**src/rtl/el2_ahb_pkg.sv**
```systemverilog
// Shared AHB-Lite encodings and arbiter enums for the EL2 IFU/LSU bus arbiter.
package el2_ahb_pkg;

  localparam logic [1:0] HTRANS_IDLE   = 2'b00;
  localparam logic [1:0] HTRANS_NONSEQ = 2'b10;

  typedef enum logic [1:0] {
    MST_IDLE = 2'd0,
    MST_PEND = 2'd1,
    MST_DATA = 2'd2
  } mst_state_e;

  typedef enum logic [1:0] {
    OWN_NONE = 2'b00,
    OWN_M1   = 2'b01,
    OWN_M2   = 2'b10
  } owner_e;

endpackage

```
**src/rtl/ahbl_req_hold.sv**
```systemverilog
// Per-master request holder: captures a losing address phase, stalls the
// master through PEND, and presents either the held or the live request.
module ahbl_req_hold
  import el2_ahb_pkg::*;
#(
  parameter int AW = 32
) (
  input  logic          HCLK,
  input  logic          HRESET,
  input  logic [AW-1:0] haddr,
  input  logic [1:0]    htrans,
  input  logic          hwrite,
  input  logic [2:0]    hsize,
  input  logic          hready,
  input  logic          fwd,
  output logic          req,
  output logic [AW-1:0] sel_addr,
  output logic [2:0]    sel_size,
  output logic          sel_write,
  output logic          hready_m,
  output mst_state_e    state
);

  mst_state_e    state_q, state_d;
  logic [AW-1:0] pend_addr_q;
  logic [2:0]    pend_size_q;
  logic          pend_write_q;
  logic          accept;
  logic          take;
  logic          unused_htrans0;

  // SEQ vs NONSEQ is irrelevant: every forwarded transfer leaves as NONSEQ.
  assign unused_htrans0 = htrans[0];

  always_comb begin
    hready_m = 1'b1;
    unique case (state_q)
      MST_PEND: hready_m = 1'b0;
      MST_DATA: hready_m = hready;
      default:  hready_m = 1'b1;
    endcase
  end

  assign accept    = htrans[1] & hready_m;
  assign take      = fwd & hready;
  assign req       = (state_q == MST_PEND) | accept;
  assign sel_addr  = (state_q == MST_PEND) ? pend_addr_q  : haddr;
  assign sel_size  = (state_q == MST_PEND) ? pend_size_q  : hsize;
  assign sel_write = (state_q == MST_PEND) ? pend_write_q : hwrite;
  assign state     = state_q;

  always_comb begin
    state_d = state_q;
    if (take) begin
      state_d = MST_DATA;
    end else if (accept) begin
      state_d = MST_PEND;
    end else if ((state_q == MST_DATA) && hready) begin
      state_d = MST_IDLE;
    end
  end

  always_ff @(posedge HCLK) begin
    if (HRESET) begin
      state_q      <= MST_IDLE;
      pend_addr_q  <= '0;
      pend_size_q  <= '0;
      pend_write_q <= 1'b0;
    end else begin
      state_q <= state_d;
      // A PEND master cannot accept, so a held entry is never overwritten.
      if (accept && !take) begin
        pend_addr_q  <= haddr;
        pend_size_q  <= hsize;
        pend_write_q <= hwrite;
      end
    end
  end

endmodule

```
**src/rtl/ahbl_arb_2m1s.sv**
```systemverilog
// Two-master (IFU=M1, LSU=M2) to one-slave AHB-Lite arbiter with replay.
// Define AHBL_ARB_RR_EN for round-robin; default is fixed priority M2 > M1.
module ahbl_arb_2m1s
  import el2_ahb_pkg::*;
#(
  parameter int AW = 32,
  parameter int DW = 64
) (
  input  logic          HCLK,
  input  logic          HRESET,
  input  logic [AW-1:0] HADDR_M1,
  input  logic [1:0]    HTRANS_M1,
  input  logic          HWRITE_M1,
  input  logic [2:0]    HSIZE_M1,
  input  logic [DW-1:0] HWDATA_M1,
  output logic          HREADY_M1,
  output logic [DW-1:0] HRDATA_M1,
  input  logic [AW-1:0] HADDR_M2,
  input  logic [1:0]    HTRANS_M2,
  input  logic          HWRITE_M2,
  input  logic [2:0]    HSIZE_M2,
  input  logic [DW-1:0] HWDATA_M2,
  output logic          HREADY_M2,
  output logic [DW-1:0] HRDATA_M2,
  output logic [AW-1:0] HADDR,
  output logic [1:0]    HTRANS,
  output logic          HWRITE,
  output logic [2:0]    HSIZE,
  output logic [DW-1:0] HWDATA,
  input  logic          HREADY,
  input  logic [DW-1:0] HRDATA,
  output logic [1:0]    GNT_OWNER
);

  // Handshake: a slave address phase completes on any edge where HTRANS[1]
  // and HREADY are both high; a master's phase completes when HREADY_Mx is high.
  logic          req_m1, req_m2, fwd_m1, fwd_m2;
  logic [AW-1:0] addr_m1, addr_m2;
  logic [2:0]    size_m1, size_m2;
  logic          write_m1, write_m2;
  mst_state_e    st_m1, st_m2;
  owner_e        grant, owner_q, lock_own_q;
  logic          lock_q;
`ifdef AHBL_ARB_RR_EN
  logic          last_m2_q;
`endif

  ahbl_req_hold #(.AW(AW)) u_hold_m1 (
    .HCLK(HCLK), .HRESET(HRESET), .haddr(HADDR_M1), .htrans(HTRANS_M1),
    .hwrite(HWRITE_M1), .hsize(HSIZE_M1), .hready(HREADY), .fwd(fwd_m1),
    .req(req_m1), .sel_addr(addr_m1), .sel_size(size_m1), .sel_write(write_m1),
    .hready_m(HREADY_M1), .state(st_m1)
  );

  ahbl_req_hold #(.AW(AW)) u_hold_m2 (
    .HCLK(HCLK), .HRESET(HRESET), .haddr(HADDR_M2), .htrans(HTRANS_M2),
    .hwrite(HWRITE_M2), .hsize(HSIZE_M2), .hready(HREADY), .fwd(fwd_m2),
    .req(req_m2), .sel_addr(addr_m2), .sel_size(size_m2), .sel_write(write_m2),
    .hready_m(HREADY_M2), .state(st_m2)
  );

  // A stalled address phase must stay on the bus unchanged until accepted.
  always_comb begin
    grant = OWN_NONE;
    if (lock_q) begin
      if ((lock_own_q == OWN_M1) && (st_m1 == MST_PEND)) grant = OWN_M1;
      else if ((lock_own_q == OWN_M2) && (st_m2 == MST_PEND)) grant = OWN_M2;
    end else if (req_m1 && req_m2) begin
`ifdef AHBL_ARB_RR_EN
      grant = last_m2_q ? OWN_M1 : OWN_M2;
`else
      grant = OWN_M2;
`endif
    end else if (req_m2) begin
      grant = OWN_M2;
    end else if (req_m1) begin
      grant = OWN_M1;
    end
  end

  assign fwd_m1 = (grant == OWN_M1);
  assign fwd_m2 = (grant == OWN_M2);

  always_comb begin
    HTRANS = HTRANS_IDLE;
    HADDR  = '0;
    HSIZE  = '0;
    HWRITE = 1'b0;
    case (grant)
      OWN_M1: begin
        HTRANS = HTRANS_NONSEQ;
        HADDR  = addr_m1;
        HSIZE  = size_m1;
        HWRITE = write_m1;
      end
      OWN_M2: begin
        HTRANS = HTRANS_NONSEQ;
        HADDR  = addr_m2;
        HSIZE  = size_m2;
        HWRITE = write_m2;
      end
      default: ;
    endcase
  end

  always_comb begin
    HWDATA = '0;
    case (owner_q)
      OWN_M1:  HWDATA = HWDATA_M1;
      OWN_M2:  HWDATA = HWDATA_M2;
      default: HWDATA = '0;
    endcase
  end

  assign HRDATA_M1 = HRDATA;
  assign HRDATA_M2 = HRDATA;
  assign GNT_OWNER = owner_q;

  always_ff @(posedge HCLK) begin
    if (HRESET) begin
      lock_q     <= 1'b0;
      lock_own_q <= OWN_NONE;
      owner_q    <= OWN_NONE;
    end else if (HREADY) begin
      lock_q  <= 1'b0;
      owner_q <= grant;
    end else if (grant != OWN_NONE) begin
      lock_q     <= 1'b1;
      lock_own_q <= grant;
    end
  end

`ifdef AHBL_ARB_RR_EN
  always_ff @(posedge HCLK) begin
    if (HRESET) begin
      last_m2_q <= 1'b0;
    end else if (HREADY && (grant != OWN_NONE)) begin
      last_m2_q <= (grant == OWN_M2);
    end
  end
`endif

endmodule

```
**config.mk**
```make
export PLATFORM = sky130hd
export DESIGN_NAME = ahbl_arb_2m1s
export DESIGN_NICKNAME = d
export VERILOG_FILES = /design/src/rtl/el2_ahb_pkg.sv /design/src/rtl/ahbl_req_hold.sv /design/src/rtl/ahbl_arb_2m1s.sv
export SDC_FILE = /design/constraint.sdc
export NUM_CORES = 1
export LEC_CHECK = 0
export BUFFER_PORTS_ARGS = -buffer_cell sky130_fd_sc_hd__buf_4
export CAP_MARGIN = 25
export CORE_AREA = 2 2 196 198
export CTS_CLUSTER_SIZE = 16
export DETAILED_ROUTE_END_ITERATION = 12
export DIE_AREA = 0 0 198 200
export PLACE_DENSITY = 0.47
export SYNTH_ARGS = -nofsm -noshare
export SYNTH_HDL_FRONTEND = slang
export SYNTH_SLANG_ARGS = --single-unit
```
**constraint.sdc**
```tcl
create_clock -name HCLK -period 2.5 [get_ports HCLK]
set_input_delay 0.5 -clock HCLK [delete_from_list [all_inputs] [get_ports HCLK]]
set_output_delay 0.5 -clock HCLK [all_outputs]
set_load 0.01 [all_outputs]
```
After elaboration in Yosys (flattened, before gate mapping)
Cells that the tools add are included.

word-level totals
  register bits after elaboration = 81
  output and inout bits = 234
  word-level logic and storage cells = 74
  bits of input ports = 271

cells by class
  bitwise gates (word level) = 7
  reduce and logical (&&, ||, !) cells = 19
  multiplexer cells = 25
  equality and inequality tests = 10

operators with widths
  cell                                                             count
  64-bit one-hot mux with 2 select lines                           1
  32-bit two-way mux                                               2
  32-bit one-hot mux with 2 select lines                           1
  2-bit two-way mux                                                12
  2-bit by 1-bit == test with 1-bit output, second input constant  5
  2-bit == test, second input constant                             5
  2-bit OR reduction                                               4
  1-bit logical AND                                                7
  3-bit two-way mux                                                2
  1-bit one-hot mux with 2 select lines                            3
  3-bit one-hot mux with 2 select lines                            1
  2-bit nonzero test                                               3
  3-bit nonzero test                                               2
  1-bit bitwise AND                                                4
  1-bit two-way mux                                                3
  1-bit zero test                                                  2
  1-bit bitwise OR                                                 2
  2-bit AND reduction                                              1
  1-bit inverter                                                   1

Logic depth before layout (Yosys ltp)
  depth after elaboration = 12
  gate-level depth with buffers = 13
  gate-level depth less buffers = 9

Hierarchy
A second synthesis with hierarchy kept.

unflattened totals
  cell total of the unflattened synthesis = 930
  area total of the unflattened synthesis = 6,865.3 µm²

modules (own cells, without submodules)
  module         sequential area each (µm²)  area each (µm²)  instances  cells each
  ahbl_req_hold  760.7                       2,218.4          2          288
  ahbl_arb_2m1s  100.1                       2,428.6          1          354

Worst setup path before layout
Ideal clock, no wire load.

  path type = register to output
  from = register u_hold_m1.state_q[0] (netlist: u_hold_m1.state[0])
  to = output port HADDR[12]
  arrival = 2.127 ns
  data required time = 2.000 ns
  setup slack = -0.127 ns
  buffers on the path = 4
  stages on the path, launching flop included = 11
  cell sequence = dfxtp_1 buf_2 nand2b_2 buf_2 nor3_1 a21oi_1 ha_1 clkbuf_1 buf_1 a22oi_1 nor2b_1

on the way
  cells in the longest elaborated chain, start to end = 10
  elaborated cells between the ends (all ways) = 16
  those cells by class = eq/ne (4); mux (8); bitwise (2); reduce/logical (2)

RTL lines
  element                                                                           line                                                           source
  start: declaration                                                                ahbl_req_hold.sv:24                                            mst_state_e state_q, state_d;
  start signal: assignment                                                          ahbl_req_hold.sv:70                                            state_q <= state_d;
  2-bit == test / 2-bit by 1-bit == test with 1-bit output (equally long branches)  ahbl_req_hold.sv:37, ahbl_req_hold.sv:46, ahbl_req_hold.sv:47
  1-bit one-hot mux with 2 select lines                                             ahbl_req_hold.sv:37                                            unique case (state_q)
  1-bit bitwise AND                                                                 ahbl_req_hold.sv:44                                            assign accept = htrans[1] & hready_m;
  1-bit bitwise OR                                                                  ahbl_req_hold.sv:46                                            assign req = (state_q == MST_PEND) | accept;
  1-bit two-way mux                                                                 ahbl_arb_2m1s.sv:76                                            end else if (req_m1) begin
  2-bit two-way mux                                                                 ahbl_arb_2m1s.sv:74                                            end else if (req_m2) begin
  2-bit two-way mux                                                                 ahbl_arb_2m1s.sv:68                                            end else if (req_m1 && req_m2) begin
  2-bit two-way mux                                                                 ahbl_arb_2m1s.sv:65                                            if (lock_q) begin
  2-bit == test / 2-bit by 1-bit == test with 1-bit output (equally long branches)  ahbl_arb_2m1s.sv:89                                            case (grant)
  32-bit one-hot mux with 2 select lines *                                          ahbl_arb_2m1s.sv:89
  end: declaration                                                                  ahbl_arb_2m1s.sv:25                                            output logic [AW-1:0] HADDR,

Every way passes the cells marked *; elsewhere a longest branch is shown, timed or not.

Final worst setup path
  from = register u_hold_m2.state_q[0] (netlist: u_hold_m2.state[0])
  to = output port HADDR[0]

on the way
  cells in the longest elaborated chain, start to end = 9
  elaborated cells between the ends (all ways) = 16
  those cells by class = eq/ne (4); mux (8); bitwise (2); reduce/logical (2)

RTL lines
  element                                                                           line                                      source
  start: declaration                                                                ahbl_req_hold.sv:24
  start signal: assignment                                                          ahbl_req_hold.sv:70
  2-bit == test / 2-bit by 1-bit == test with 1-bit output (equally long branches)  ahbl_req_hold.sv:37, ahbl_req_hold.sv:46
  1-bit one-hot mux with 2 select lines                                             ahbl_req_hold.sv:37
  1-bit bitwise AND                                                                 ahbl_req_hold.sv:44
  1-bit bitwise OR *                                                                ahbl_req_hold.sv:46
  2-bit two-way mux / 1-bit logical AND (equally long branches)                     ahbl_arb_2m1s.sv:74, ahbl_arb_2m1s.sv:68
  2-bit two-way mux *                                                               ahbl_arb_2m1s.sv:68
  2-bit two-way mux *                                                               ahbl_arb_2m1s.sv:65
  via grant[0]                                                                      ahbl_arb_2m1s.sv:42                       owner_e grant, owner_q, lock_own_q;
  2-bit == test / 2-bit by 1-bit == test with 1-bit output (equally long branches)  ahbl_arb_2m1s.sv:89
  32-bit one-hot mux with 2 select lines *                                          ahbl_arb_2m1s.sv:89

The timed path passes the listed nets; every way through them passes the cells marked *.

==> results.py <==
metrics = {
    "outcome": {
        "status": "finished, violations left",
        "violations": "negative setup slack",
    },
    "cells_and_area": {
        "fill_cells": 4090,
        "regArea_sq_um": 1630,
        "syn_to_final_growth_pct": 55.0,
        "multi_input_area_sq_um": 3720,
        "final_util_pct": 25.6,
        "finalNonFillerCells": 1521,
        "final_common_cell": "buf_4",
        "drive_gt1_share_pct": 54.1,
        "nNetsFinal": 1281,
        "layout_common_cells": "buf_4 (322), nand2_1 (147), dfxtp_1 (76), a21oi_1 (73), mux2_2 (72)",
        "n_antenna_cell": 0,
    },
    "setup_path": {
        "critPathBufInv": 4,
        "required_ns": 2.00,
        "path_max_fanout": 9,
        "arrival_ns": 2.17,
        "cp_top_family": "compound AO/OA/AOI/OAI gates",
        "timing.critical_path.slowest_stage_cell": "dfxtp_4",
        "crit_path_start_kind": "flip-flop",
        "critPathMaxStageDelay_ns": 0.39,
        "worstPathCellList": "o21ai_4, o2bb2ai_4, buf_6, a21oi_4, inv_2, ha_4, buf_8, a22oi_2, nor2b_2, buf_4",
        "end_kind": "output pin",
        "critPathKind": "flip-flop to output pin",
    },
    "grt": {
        "grt-ovfl-total": 0,
        "grt_pass1_wl_mm": 40.3,
        "grt_max_degree": 65,
        "grt_pass1_vias": 6053,
        "antenna_found_initial": 1,
        "grtUsageTotal_pct": 14.0,
    },
    "synth": {
        "synth_nets": 1093,
        "synth_top_cell_area_share_pct": 26.2,
        "ys.flop_type": "dfxtp_1",
        "synth_area_leaders": "dfxtp_1 (26%), buf_4 (17%), mux2_2 (13%)",
        "synth-edff-count": 0,
        "yosysWarnings": 0,
        "synthCells": 817,
        "ys_seq_area_share_pct": 26.2,
        "async_flop_share_pct": 0,
        "syn_area_per_cell_sq_um": 7.58,
        "synth.distinct_cells": 25,
        "ys_ff_latch": 81,
        "yosys.area.top_type": "dfxtp_1",
        "syn-cell-area_sq_um": 6190,
    },
    "floorplan": {
        "start_util_pct": 16.6,
        "io_pins": 505,
        "die_h_um": 200,
        "coreArea_sq_um": 37400,
        "die_width_um": 198,
        "dieArea_sq_um": 39600,
        "rows": 71,
    },
    "cts": {
        "clock-root-buffer": "clkbuf_16",
        "numCtsBuffers": 9,
        "clk_pin_slew_ns": 0.08,
        "cts_sinks": 81,
        "cts_htree_levels": 3,
        "cts_buffer_depth": 2,
        "clk_latency_ns": 0.35,
        "cts_tree": "done",
        "cts_hold_buf": 0,
    },
    "route": {
        "drt_pass1_iterations": 4,
        "drt-initial-drc-count": 285,
        "drt.antenna.violating_nets": 0,
        "wl_mm": 31.1,
        "route.detailed.drc": 0,
        "dr_total_vias": 6379,
        "viasPerCell": 4.19,
        "routedWlPerCell_um": 20.4,
    },
    "sta": {
        "setup-violations-final": 36,
        "tns_ns": -4.77,
        "clock-skew-final_ns": 0.0124,
        "rsz0062_at_grt": "true",
        "hold_ws_ns": 0.393,
        "setup_ws_ns": -0.173,
        "max_freq_mhz": 374,
        "finalHoldViolCount": 0,
        "period_needed_ns": 2.67,
        "fin_crit_sh_pct": 107,
        "drv_slew": 0,
    },
    "placed_design": {
        "dp_slack_ns": -0.161,
        "portBuffers": 309,
        "dp_cells": 1477,
        "gp_congestion": 0.763,
        "post-dp-hpwl_mm": 22.4,
    },
    "pwr": {
        "p_leak_nw": 3.94,
        "p_per_area_nw_per_um2": 559,
        "irDropWorstVdd_mv": 0.256,
    },
    "flow_run": {
        "cap_violations": 0,
    },
    "min_path": {
        "hold_path.class": "primary input to flip-flop",
    },
}
==> where the power goes <==
| part | internal [mW] | total [mW] | switching [mW] |
|---|---|---|---|
| Clock | 0.784 | 1.41 | 0.622 |
| Combinational | 1.32 | 2.50 | 1.18 |
| Sequential | 1.40 | 1.46 | 0.0605 |
| Total | 3.50 | 5.36 | 1.86 |
==> cells by family (layout without fill, tap and decap cells) <==
| group | Yosys count | count (layout) | share of synthesized area (%) |
|---|---|---|---|
| AOI/OAI and AO/OA | 195 | 195 | 20.9 |
| adders and majority gates | 5 | 5 | 1.01 |
| buffers and inverters | 201 | 394 | 20.9 |
| DFF | 81 | 81 | 26.2 |
| muxes | 74 | 74 | 13.4 |
| other | 1 | 1 | 0.0606 |
| and+or+nand+nor | 260 | 260 | 17.5 |
==> final timing paths <==
check,startpoint,endpoint,slack (ns),cells after the start
worst max-delay path,u_hold_m2.state[0],HADDR[0],-0.17,10
worst min-delay path,HADDR_M2[6],u_hold_m2.pend_addr_q[6],0.39,3
worst max register to register,u_hold_m2.state[0],u_hold_m1.pend_addr_q[25],0.12,14
worst min register to register,u_hold_m1.pend_addr_q[12],u_hold_m1.pend_addr_q[12],0.45,2
==> through the flow <==
stage                     power (mW)  cell area, sq um
after CTS                       5.22              9200
after global routing            5.65              9590
final                           5.36              9590
after detailed placement        3.43              8350
after global placement          3.41              8350
after floorplan                 2.64              6200
==> cell usage after synthesis, drive strengths merged (5+ instances only) <==
cell type and number:
clkbuf 37, buf 158, nand2 149, inv 6, a21oi 77, dfxtp 81
nor2 70, a211oi 8, a22oi 100, nor2b 36, mux2 72, ha 5
==> worst min-delay path, delay by kind of cell <==
kind	cells	cell delay, ns
buf+inv	1	0.11
simple gates	1	0.05
compound gates	1	0.05
==> registers in the layout, summed over array words and instances (netlist names) <==
register,count
GNT_OWNER,2
lock_own_q,2
lock_q,1
u_hold_m1.pend_addr_q,32
u_hold_m1.pend_size_q,3
u_hold_m1.pend_write_q,1
u_hold_m1.state,2
u_hold_m2.pend_addr_q,32
u_hold_m2.pend_size_q,3
u_hold_m2.pend_write_q,1
u_hold_m2.state,2
==> layer usage <==
layer / wire (um) / track usage (%) / up-vias / share of wire, %
li1: - / - / 3044 / -
met1: 12300 / 16.2 / 2996 / 40
met2: 15100 / 23.2 / 287 / 49
met3: 2820 / 5.54 / 50 / 9.1
met4: 787 / 5.29 / 2 / 2.5
met5: 12 / 0 / - / 0.039
==> area by class of cell <==
class                      count  share of cell area [%]
multi-input combinational    535                    38.8
inverter                       6                   0.235
clock buffer                   9                    2.35
sequential                    81                    17.0
clock inverter                 7                   0.809
timing repair buffer         372                    34.2
tap                          511                    6.66
==> repair_timing <==
action,in CTS,in global routing
pin swaps,10,8
buffers inserted,10,7
gates cloned,3,8
endpoints found under the setup margin,69,79
hold endpoints to repair,0,0
gates resized for setup,83,38
(Power assumes the default switching activity.)
